$ cat config.mk
export PLATFORM = sky130hd
export DESIGN_NAME = capture_readout_flat
export DESIGN_NICKNAME = d
export VERILOG_FILES = /design/src/rtl/capture_readout_if.sv /design/src/rtl/capture_readout.sv /design/src/flat_wrapper.sv
export SDC_FILE = /design/constraint.sdc
export NUM_CORES = 1
export LEC_CHECK = 0
export CAP_MARGIN = 40
export CORE_MARGIN = 5
export CORE_UTILIZATION = 50
export CTS_BUF_LIST = sky130_fd_sc_hd__clkbuf_4 sky130_fd_sc_hd__clkbuf_8 sky130_fd_sc_hd__clkbuf_16
export DETAILED_ROUTE_END_ITERATION = 8
export PLACE_DENSITY = 0.75
export SLEW_MARGIN = 10
export SYNTH_ARGS = -nofsm -noshare
export SYNTH_HDL_FRONTEND = slang
export SYNTH_SLANG_ARGS = --single-unit
$ cat constraint.sdc
create_clock -name clkb -period 7.1 [get_ports clkb]
set_input_delay 1.42 -clock clkb [delete_from_list [all_inputs] [get_ports clkb]]
set_output_delay 1.42 -clock clkb [all_outputs]
set_load 0.03 [all_outputs]
$ cat src/rtl/capture_readout_if.sv
// Sample stream from the capture readout controller to its consumer.
interface capture_readout_if #(
  parameter int OW = 16
);
  logic [OW-1:0] m_tdata;
  logic          m_tvalid;
  logic          m_tready;
  logic          m_tlast;

  modport master (output m_tdata, output m_tvalid, output m_tlast, input m_tready);
  modport slave  (input m_tdata, input m_tvalid, input m_tlast, output m_tready);
endinterface

$ cat src/rtl/capture_readout.sv
// Read-side controller for the trigger-capture RAM: unrolls the circular
// buffer from the pre-trigger start point and streams it out with backpressure.
//
// state | meaning
// IDLE  | waiting for a start request
// ARMED | start accepted, waiting for the capture side to stop
// READ  | issuing RAM addresses
// DRAIN | all addresses issued, flushing the remaining words
module capture_readout #(
  parameter int AW     = 12,
  parameter int DW     = 14,
  parameter int OW     = 16,
  parameter bit SIGNED = 1'b1
) (
  input  logic          clkb,
  input  logic          rst,
  input  logic          start,
  input  logic          enabled,
  input  logic [AW-1:0] addr_trig,
  input  logic [AW-1:0] pnts_after_trig,
  input  logic [AW:0]   num_samples,
  output logic [AW-1:0] addrb,
  input  logic [DW-1:0] dob,
  capture_readout_if.master m_axis,
  output logic          busy,
  output logic          done,
  output logic          error
);

  typedef enum logic [1:0] {IDLE, ARMED, READ, DRAIN} state_t;

  localparam logic [AW:0] DEPTH = {1'b1, {AW{1'b0}}};
  localparam logic [AW:0] ONE   = {{AW{1'b0}}, 1'b1};

  state_t        state;
  logic          ena_q1, ena_s;
  logic [AW:0]   n_lat, issued, captured;
  // a_pend: word at the current addrb not yet captured; a_ready: dob already
  // shows that word (addrb held for a cycle, so dob stays valid while held);
  // b_pend: previous word is on dob now and must be captured this edge.
  logic          a_pend, a_ready, b_pend;
  logic [OW-1:0] fifo_data [2];
  logic [1:0]    fifo_last;
  logic          wr_ptr, rd_ptr;
  logic [1:0]    cnt;
  logic          in_run, pop, room, cap_a, cap, issue, start_ok;
  logic [1:0]    cnt_after_pop, fifo_after;
  logic [OW-1:0] dob_ext;

  assign m_axis.m_tvalid = (cnt != 2'd0);
  assign m_axis.m_tdata  = fifo_data[rd_ptr];
  assign m_axis.m_tlast  = m_axis.m_tvalid && fifo_last[rd_ptr];

  // Sample extension to the output width.
  always_comb begin
    dob_ext = OW'(dob);
    if (SIGNED) dob_ext = OW'($signed(dob));
  end

  // Issue/capture decisions; a new address is only issued when every word
  // still in the RAM pipe is guaranteed a FIFO slot even if the sink stalls.
  always_comb begin
    in_run        = (state == READ) || (state == DRAIN);
    pop           = m_axis.m_tvalid && m_axis.m_tready;
    cnt_after_pop = cnt - {1'b0, pop};
    room          = (cnt_after_pop != 2'd2);
    cap_a         = in_run && a_pend && a_ready && room;
    cap           = in_run && (b_pend || cap_a);
    fifo_after    = cnt_after_pop + {1'b0, cap};
    issue         = (state == READ) && (issued != n_lat) &&
                    (!a_pend || cap_a || (fifo_after <= 2'd1));
    start_ok      = (num_samples != '0) && (num_samples <= DEPTH);
  end

  // Synchronizer, FSM, address generator and output FIFO.
  always_ff @(posedge clkb) begin
    if (rst) begin
      state        <= IDLE;
      ena_q1       <= 1'b0;
      ena_s        <= 1'b0;
      n_lat        <= '0;
      issued       <= '0;
      captured     <= '0;
      a_pend       <= 1'b0;
      a_ready      <= 1'b0;
      b_pend       <= 1'b0;
      fifo_data[0] <= '0;
      fifo_data[1] <= '0;
      fifo_last    <= '0;
      wr_ptr       <= 1'b0;
      rd_ptr       <= 1'b0;
      cnt          <= 2'd0;
      addrb        <= '0;
      busy         <= 1'b0;
      done         <= 1'b0;
      error        <= 1'b0;
    end else begin
      ena_q1 <= enabled;
      ena_s  <= ena_q1;
      done   <= 1'b0;
      error  <= 1'b0;

      if (pop) rd_ptr <= ~rd_ptr;
      if (cap) begin
        fifo_data[wr_ptr] <= dob_ext;
        fifo_last[wr_ptr] <= (captured == n_lat - ONE);
        wr_ptr            <= ~wr_ptr;
        captured          <= captured + ONE;
      end
      cnt <= fifo_after;

      if (in_run) begin
        a_ready <= !issue;
        b_pend  <= issue && a_pend && !cap_a;
        a_pend  <= issue || (a_pend && !cap_a);
      end
      if (issue) begin
        addrb  <= addrb + 1'b1;
        issued <= issued + ONE;
      end

      case (state)
        IDLE: begin
          if (start) begin
            if (start_ok) begin
              n_lat <= num_samples;
              busy  <= 1'b1;
              state <= ARMED;
            end else begin
              error <= 1'b1;
            end
          end
        end
        ARMED: begin
          if (!ena_s) begin
            addrb    <= addr_trig + pnts_after_trig - n_lat[AW-1:0];
            issued   <= ONE;
            captured <= '0;
            a_pend   <= 1'b1;
            a_ready  <= 1'b0;
            b_pend   <= 1'b0;
            state    <= READ;
          end
        end
        READ: begin
          if (issued == n_lat) state <= DRAIN;
        end
        DRAIN: begin
          if (pop && m_axis.m_tlast) begin
            done  <= 1'b1;
            busy  <= 1'b0;
            state <= IDLE;
          end
        end
        default: state <= IDLE;
      endcase
    end
  end

endmodule

$ cat src/flat_wrapper.sv
// flat-port wrapper written by rule: the top's interface ports become plain ports
module capture_readout_flat 
#(
  parameter int AW     = 12,
  parameter int DW     = 14,
  parameter int OW     = 16,
  parameter bit SIGNED = 1'b1
)
  (clkb, rst, start, enabled, addr_trig, pnts_after_trig, num_samples, addrb, dob, busy, done, error, m_axis_m_tdata, m_axis_m_tvalid, m_axis_m_tlast, m_axis_m_tready);
  capture_readout_if #(.OW(OW)) m_axis_i ();
  input  logic clkb;
  input  logic rst;
  input  logic start;
  input  logic enabled;
  input  logic [AW-1:0] addr_trig;
  input  logic [AW-1:0] pnts_after_trig;
  input  logic [AW:0] num_samples;
  output logic [AW-1:0] addrb;
  input  logic [DW-1:0] dob;
  output logic busy;
  output logic done;
  output logic error;
  output wire logic [$bits(m_axis_i.m_tdata)-1:0] m_axis_m_tdata;
  output wire logic [$bits(m_axis_i.m_tvalid)-1:0] m_axis_m_tvalid;
  output wire logic [$bits(m_axis_i.m_tlast)-1:0] m_axis_m_tlast;
  input wire logic [$bits(m_axis_i.m_tready)-1:0] m_axis_m_tready;
  assign m_axis_m_tdata = m_axis_i.m_tdata;
  assign m_axis_m_tvalid = m_axis_i.m_tvalid;
  assign m_axis_m_tlast = m_axis_i.m_tlast;
  assign m_axis_i.m_tready = m_axis_m_tready;
  capture_readout #(.AW(AW), .DW(DW), .OW(OW), .SIGNED(SIGNED)) u_core (.clkb(clkb), .rst(rst), .start(start), .enabled(enabled), .addr_trig(addr_trig), .pnts_after_trig(pnts_after_trig), .num_samples(num_samples), .addrb(addrb), .dob(dob), .m_axis(m_axis_i), .busy(busy), .done(done), .error(error));
endmodule
## After elaboration in Yosys (flattened, before gate mapping)

Memories as Yosys holds them, arrays and structs flattened. A register that Yosys moved wholly into a read port is not among the register bits.
Index checks and enable logic that the tools add are counted.

| word-level totals | value |
|---|---|
| flip-flop bits (word level) | 67 |
| RAM bits | 32 |
| output and inout bits | 33 |
| memories kept | 1 |

| cells by class | value |
|---|---|
| $add $sub $neg | 8 |
| $lt $le $gt $ge | 5 |
| eq/ne operators | 12 |
| multiplexer cells | 45 |
| bitwise operators | 5 |
| reductions and logical operators | 32 |

Memory list:

| name | depth | width | rd ports | clocked after Yosys merged registers in | wr ports | line | RTL |
|---|---|---|---|---|---|---|---|
| u_core.fifo_data | 2 | 16 | 1 | 1 | 2 | capture_readout.sv:42 | `logic [OW-1:0] fifo_data [2];` |

Operator list:

| cell | number |
|---|---|
| $mux 13 | 6 |
| $mux 12 | 3 |
| $add 13x1->13 const B | 2 |
| $eq 13x13->1 | 2 |
| $mux 1 | 26 |
| $mux 16 | 1 |
| $reduce_or 16->1 | 1 |
| $logic_and 1x1->1 | 14 |
| $le 13x13->1 const B | 1 |
| $ne 13x13->1 | 1 |
| $reduce_bool 13->1 | 1 |
| $sub 13x1->13 const B | 1 |
| $add 12x1->12 const B | 1 |
| $add 12x12->12 | 1 |
| $sub 12x12->12 | 1 |
| $mux 2 | 5 |
| $ne 2x2->1 const B | 5 |
| $pmux 2 s4 | 1 |
| $logic_or 1x1->1 | 5 |
| $not 1->1 | 5 |
| $reduce_and 5->1 | 1 |
| $eq 2x2->1 const B | 2 |
| $lt 1x2->1 const B | 2 |
| $reduce_and 4->1 | 1 |
| other kinds (15) | 18 |

## Depth between registers and ports, before layout

| logic depth | value |
|---|---|
| depth in word-level cells | 16 |
| depth in mapped cells | 12 |

## Worst setup path before layout

OpenSTA, ideal clock, no wires.

| path | value |
|---|---|
| path type | input-to-reg |
| start | input port m_axis_m_tready |
| end | memory u_core.fifo_data[0][0], enable pin |
| setup time | 0.404 ns |
| arrival time | 3.715 ns |
| slack | 2.981 ns |
| stages | 8 |
| path through | o21ai_0 inv_1 ha_1 a21boi_1 a21oi_1 or2_0 clkbuf_1 o21ai_0 |

RTL lines:

| item | line | RTL |
|---|---|---|
| start: declaration | flat_wrapper.sv:26 | `input wire logic [$bits(m_axis_i.m_tready)-1:0] m_axis_m_tready;` |
| end: declaration | capture_readout.sv:42 |  |

## Worst setup path after layout

| path | value |
|---|---|
| start | input port m_axis_m_tready |
| end | register u_core.addrb[4] |

| between the ends | value |
|---|---|
| cells in the longest elaborated chain, start to end | 13 |
| elaborated cells on any way between the ends | 14 |
| those cells by class | 2 x add/sub; 1 x order compare; 1 x eq/ne; 3 x mux; 7 x reduce/logical |

Ends and longest elaborated chain:

| item | line | RTL |
|---|---|---|
| $logic_and 1x1->1 * | capture_readout.sv:64 | `pop = m_axis.m_tvalid && m_axis.m_tready;` |
| named net u_core.pop | capture_readout.sv:46 | `logic in_run, pop, room, cap_a, cap, issue, start_ok;` |
| $sub 2x1->2 * | capture_readout.sv:65 | `cnt_after_pop = cnt - {1'b0, pop};` |
| $ne 2x2->1 | capture_readout.sv:66 | `room = (cnt_after_pop != 2'd2);` |
| $logic_and 1x1->1 | capture_readout.sv:67 | `cap_a = in_run && a_pend && a_ready && room;` |
| $logic_or 1x1->1 | capture_readout.sv:68 | `cap = in_run && (b_pend \|\| cap_a);` |
| $logic_and 1x1->1 | capture_readout.sv:68 |  |
| $add 2x1->2 | capture_readout.sv:69 | `fifo_after = cnt_after_pop + {1'b0, cap};` |
| $le 2x1->1 | capture_readout.sv:71 | `(!a_pend \|\| cap_a \|\| (fifo_after <= 2'd1));` |
| $logic_or 1x1->1 * | capture_readout.sv:71 |  |
| $logic_and 1x1->1 * | capture_readout.sv:70 | `issue = (state == READ) && (issued != n_lat) &&` |
| $mux 12 * | capture_readout.sv:117 | `if (issue) begin` |
| $mux 12 | capture_readout.sv:135 | `if (!ena_s) begin` |
| $mux 12 * | capture_readout.sv:122 | `case (state)` |
| end signal: assignment | capture_readout.sv:118 | `addrb <= addrb + 1'b1;` |
| end signal: assignment | capture_readout.sv:136 | `addrb <= addr_trig + pnts_after_trig - n_lat[AW-1:0];` |
| end: declaration | capture_readout.sv:22 | `output logic [AW-1:0] addrb,` |

Mark *: on every way through the listed nets, which the timed path passes. The rest lies on a longest branch.
A chain may end at the register's enable or synchronous reset.

==> flow_metrics.tcl <==
set metrics [dict create \
    drc_errors 0 \
    yosys_most_used_dff "dfxtp_1" \
    groute.usage.overall_pct 20.5 \
    fin_util_pct 62.2 \
    wire_per_inst_um 16.5 \
    synth_edf_count 28 \
    power_density_nw_per_um2 276 \
    critPathLaunchType "input pin" \
    cp_slowest_cell "a32oi_1" \
    fin_total_pwr_mw 1.98 \
    async_flop_share_pct 0 \
    vdd_drop_max_mv 0.126 \
    power.internal_mw 1.21 \
    seqPwrFrac_pct 35.9 \
    pwr-share-clk_pct 25.0 \
    finalSetupViolCount 0 \
    fin_crit_ps 4200 \
    synth_area_um2 5900 \
    first_pass_iters 5 \
    switchingPower_mw 0.775 \
    drt_iter0_drc 380 \
    die-area_um2 14100 \
    gp_congestion 0.882 \
    maxCapViolCount 0 \
    holdCritPathClass "reg2reg" \
    io_buffers 88 \
    post-route-period-util_pct 59.1 \
    syn_inst 655 \
    path_clk_slew_ps 80 \
    yosysTopAreaCellShare_pct 23.1 \
    timing.final.hold_violations 0 \
    die_w_um 119 \
    layout_common_cells "clkdlybuf4s50_1 (88), dfxtp_1 (68), nor2_1 (61)" \
    synth.area.top_cells "dfxtp_1 (23%), edfxtp_1 (14%), xnor2_1 (4.9%)" \
    status "complete, no violations" \
    final_nets 814 \
    post-place-ws_ps 2530 \
    crit_path_end_kind "flop" \
    placed_cells 858 \
    final_common_cell "clkdlybuf4s50_1" \
    crit_chain "clkdlybuf4s50_1 -> o21ai_0 -> inv_1 -> ha_1 -> a21boi_1 -> o22ai_1 -> a32oi_1 -> o211ai_2 -> or3_1 -> a311oi_1" \
    tightest_slew_ps 912 \
    report.final.slew_viol_count 0 \
    cts_sinks 96 \
    finClkSkew_ps 6.40 \
    ctsResizeCount 0 \
    start_util_pct 51.3 \
    syn_nets 743 \
    syn_avg_cell_area_um2 9.01 \
    boundaryPins 89 \
    slowest_delay_ps 460 \
    layout.cells.non_filler 874 \
    die_y_um 119 \
    dr_total_vias 5039 \
    rows 39 \
    p_leak_nw 2.74 \
    root_buffer "clkbuf_16" \
    gr-total-overflow 0 \
    critPathBufInv 2 \
    cp.required_ps 7350 \
    p_sw_share_pct 39.1 \
    path_max_fanout 19 \
    ant_nets 0 \
    antenna_found_initial 0 \
    drive_above_1_share_pct 5.88 \
    syn2layout_area_growth_pct 21.4 \
    finalSetupTns_ps 0 \
    grt_pass1_wl_um 23700 \
    viasPerCell 5.77 \
    ys_seq_area_share_pct 37.3 \
    crit_family "compound AO/OA/AOI/OAI gates" \
    grt_setup_unrepaired "no" \
    diodes 0 \
    yosys.area.top_type "dfxtp_1" \
    clock_latency_ps 350 \
    cts_tree "done" \
    max_freq_mhz 238 \
    setup_ws_ps 2900 \
    drt-total-wl_um 14400 \
    yosys_warnings 0 \
    placeableCoreArea_um2 11500 \
    power.share.combinational_pct 39.0 \
    post_cts_buffers 0 \
    synth_cell_type_count 70 \
    relSlewSlack_pct 39.1 \
    grt_max_degree 44 \
    ys_ff_latch 96 \
    cts_buffers 9 \
    htreeDepth 3 \
    clockBufferDepth 2 \
    holdBufCountCts 0 \
    cp.arrival_ps 4450 \
    crit_type "in2reg" \
    grt_pass1_vias 4787 \
    hpwl_um 10900 \
]
==> metrics by stage <==
| step | hold WS, ps | area [um2] |
|---|---|---|
| global placement | 446 | 6840 |
| detailed placement | 437 | 6860 |
| floorplan | 414 | 5900 |
| finish | 450 | 7170 |
| CTS | 460 | 7170 |
| global route | 470 | 7170 |
==> synthesized netlist by cell type, drive strengths merged (4+ instances only) <==
library cell,instances
dfxtp,68
nor2,62
inv,59
nand2,34
xnor2,33
and2,31
edfxtp,28
xor2,25
clkbuf,24
o21ai,22
a21oi,21
ha,21
nand3,20
mux2i,18
nor3,17
or3,17
mux2,15
o211ai,12
fa,11
nand4,10
nor4,9
buf,8
and3,7
nor2b,7
or4,7
o31ai,6
a211oi,5
o2111ai,5
o21a,5
and4,4
==> routing by layer <==
metal  routed length [um]  up-vias  track usage (%)  share of wire, %
li1                     -     2442                -                 -
met1                 6420     2403             27.4                45
met2                 6830      175             33.0                47
met3                  924       19             4.73               6.4
met4                  236        0             6.15               1.6
met5                    0        -                0                 0
==> cell type report <==
class                      count  area [um2]
multi-input combinational    468        3350
inverter                      59         221
sequential                    96        2200
clock buffer                   9         225
clock inverter                 7        76.3
fill                         968        4350
timing repair buffer          92         916
tap                          143         179
==> worst paths after layout <==
check	start	to	slack, ps	depth (start not counted)
worst max-delay path	m_axis_m_tready	u_core.addrb[4]$_SDFF_PP0_	2900	10
worst min-delay path	u_core.ena_q1$_SDFF_PP0_	u_core.ena_s$_SDFF_PP0_	450	1
worst min register to register	u_core.ena_q1$_SDFF_PP0_	u_core.ena_s$_SDFF_PP0_	450	1
worst max register to register	u_core.cnt[1]$_SDFF_PP0_	u_core.addrb[4]$_SDFF_PP0_	3770	9
==> worst register-to-register path: stages, from the launching register on <==
cell	delay (ps)
dfxtp_1	370
o21ai_0	410
inv_1	90
ha_1	360
a21boi_1	250
o22ai_1	150
a32oi_1	460
o211ai_2	420
or3_1	440
a311oi_1	290
==> flip-flops by register name, indices dropped and copies added (netlist names), 2 cells and up, named ones only <==
signal	flops
u_core.addrb	12
u_core.fifo_last	2
u_core.fifo_data	28
u_core.issued	13
u_core.cnt	2
u_core.captured	13
u_core.n_lat	13
u_core.state	2
==> power by group through the flow <==
stage               combinational, mW  clock, mW  sequential, mW
floorplan                       0.518          0           0.730
global placement                0.739          0           0.718
detailed placement              0.766          0           0.722
CTS                             0.769      0.501           0.710
global route                    0.841      0.524           0.720
finish                          0.773      0.496           0.711
==> logic make-up after synthesis <==
| family | share of synthesized area (%) |
|---|---|
| DFF | 37.3 |
| buffers and inverters | 6.04 |
| and+or+nand+nor | 21.4 |
| xor gates and xnor gates | 8.73 |
| adders and majority gates | 8.18 |
| muxes | 5.91 |
| AOI/OAI and AO/OA | 12.4 |
Power figures use the tool's default switching activity.
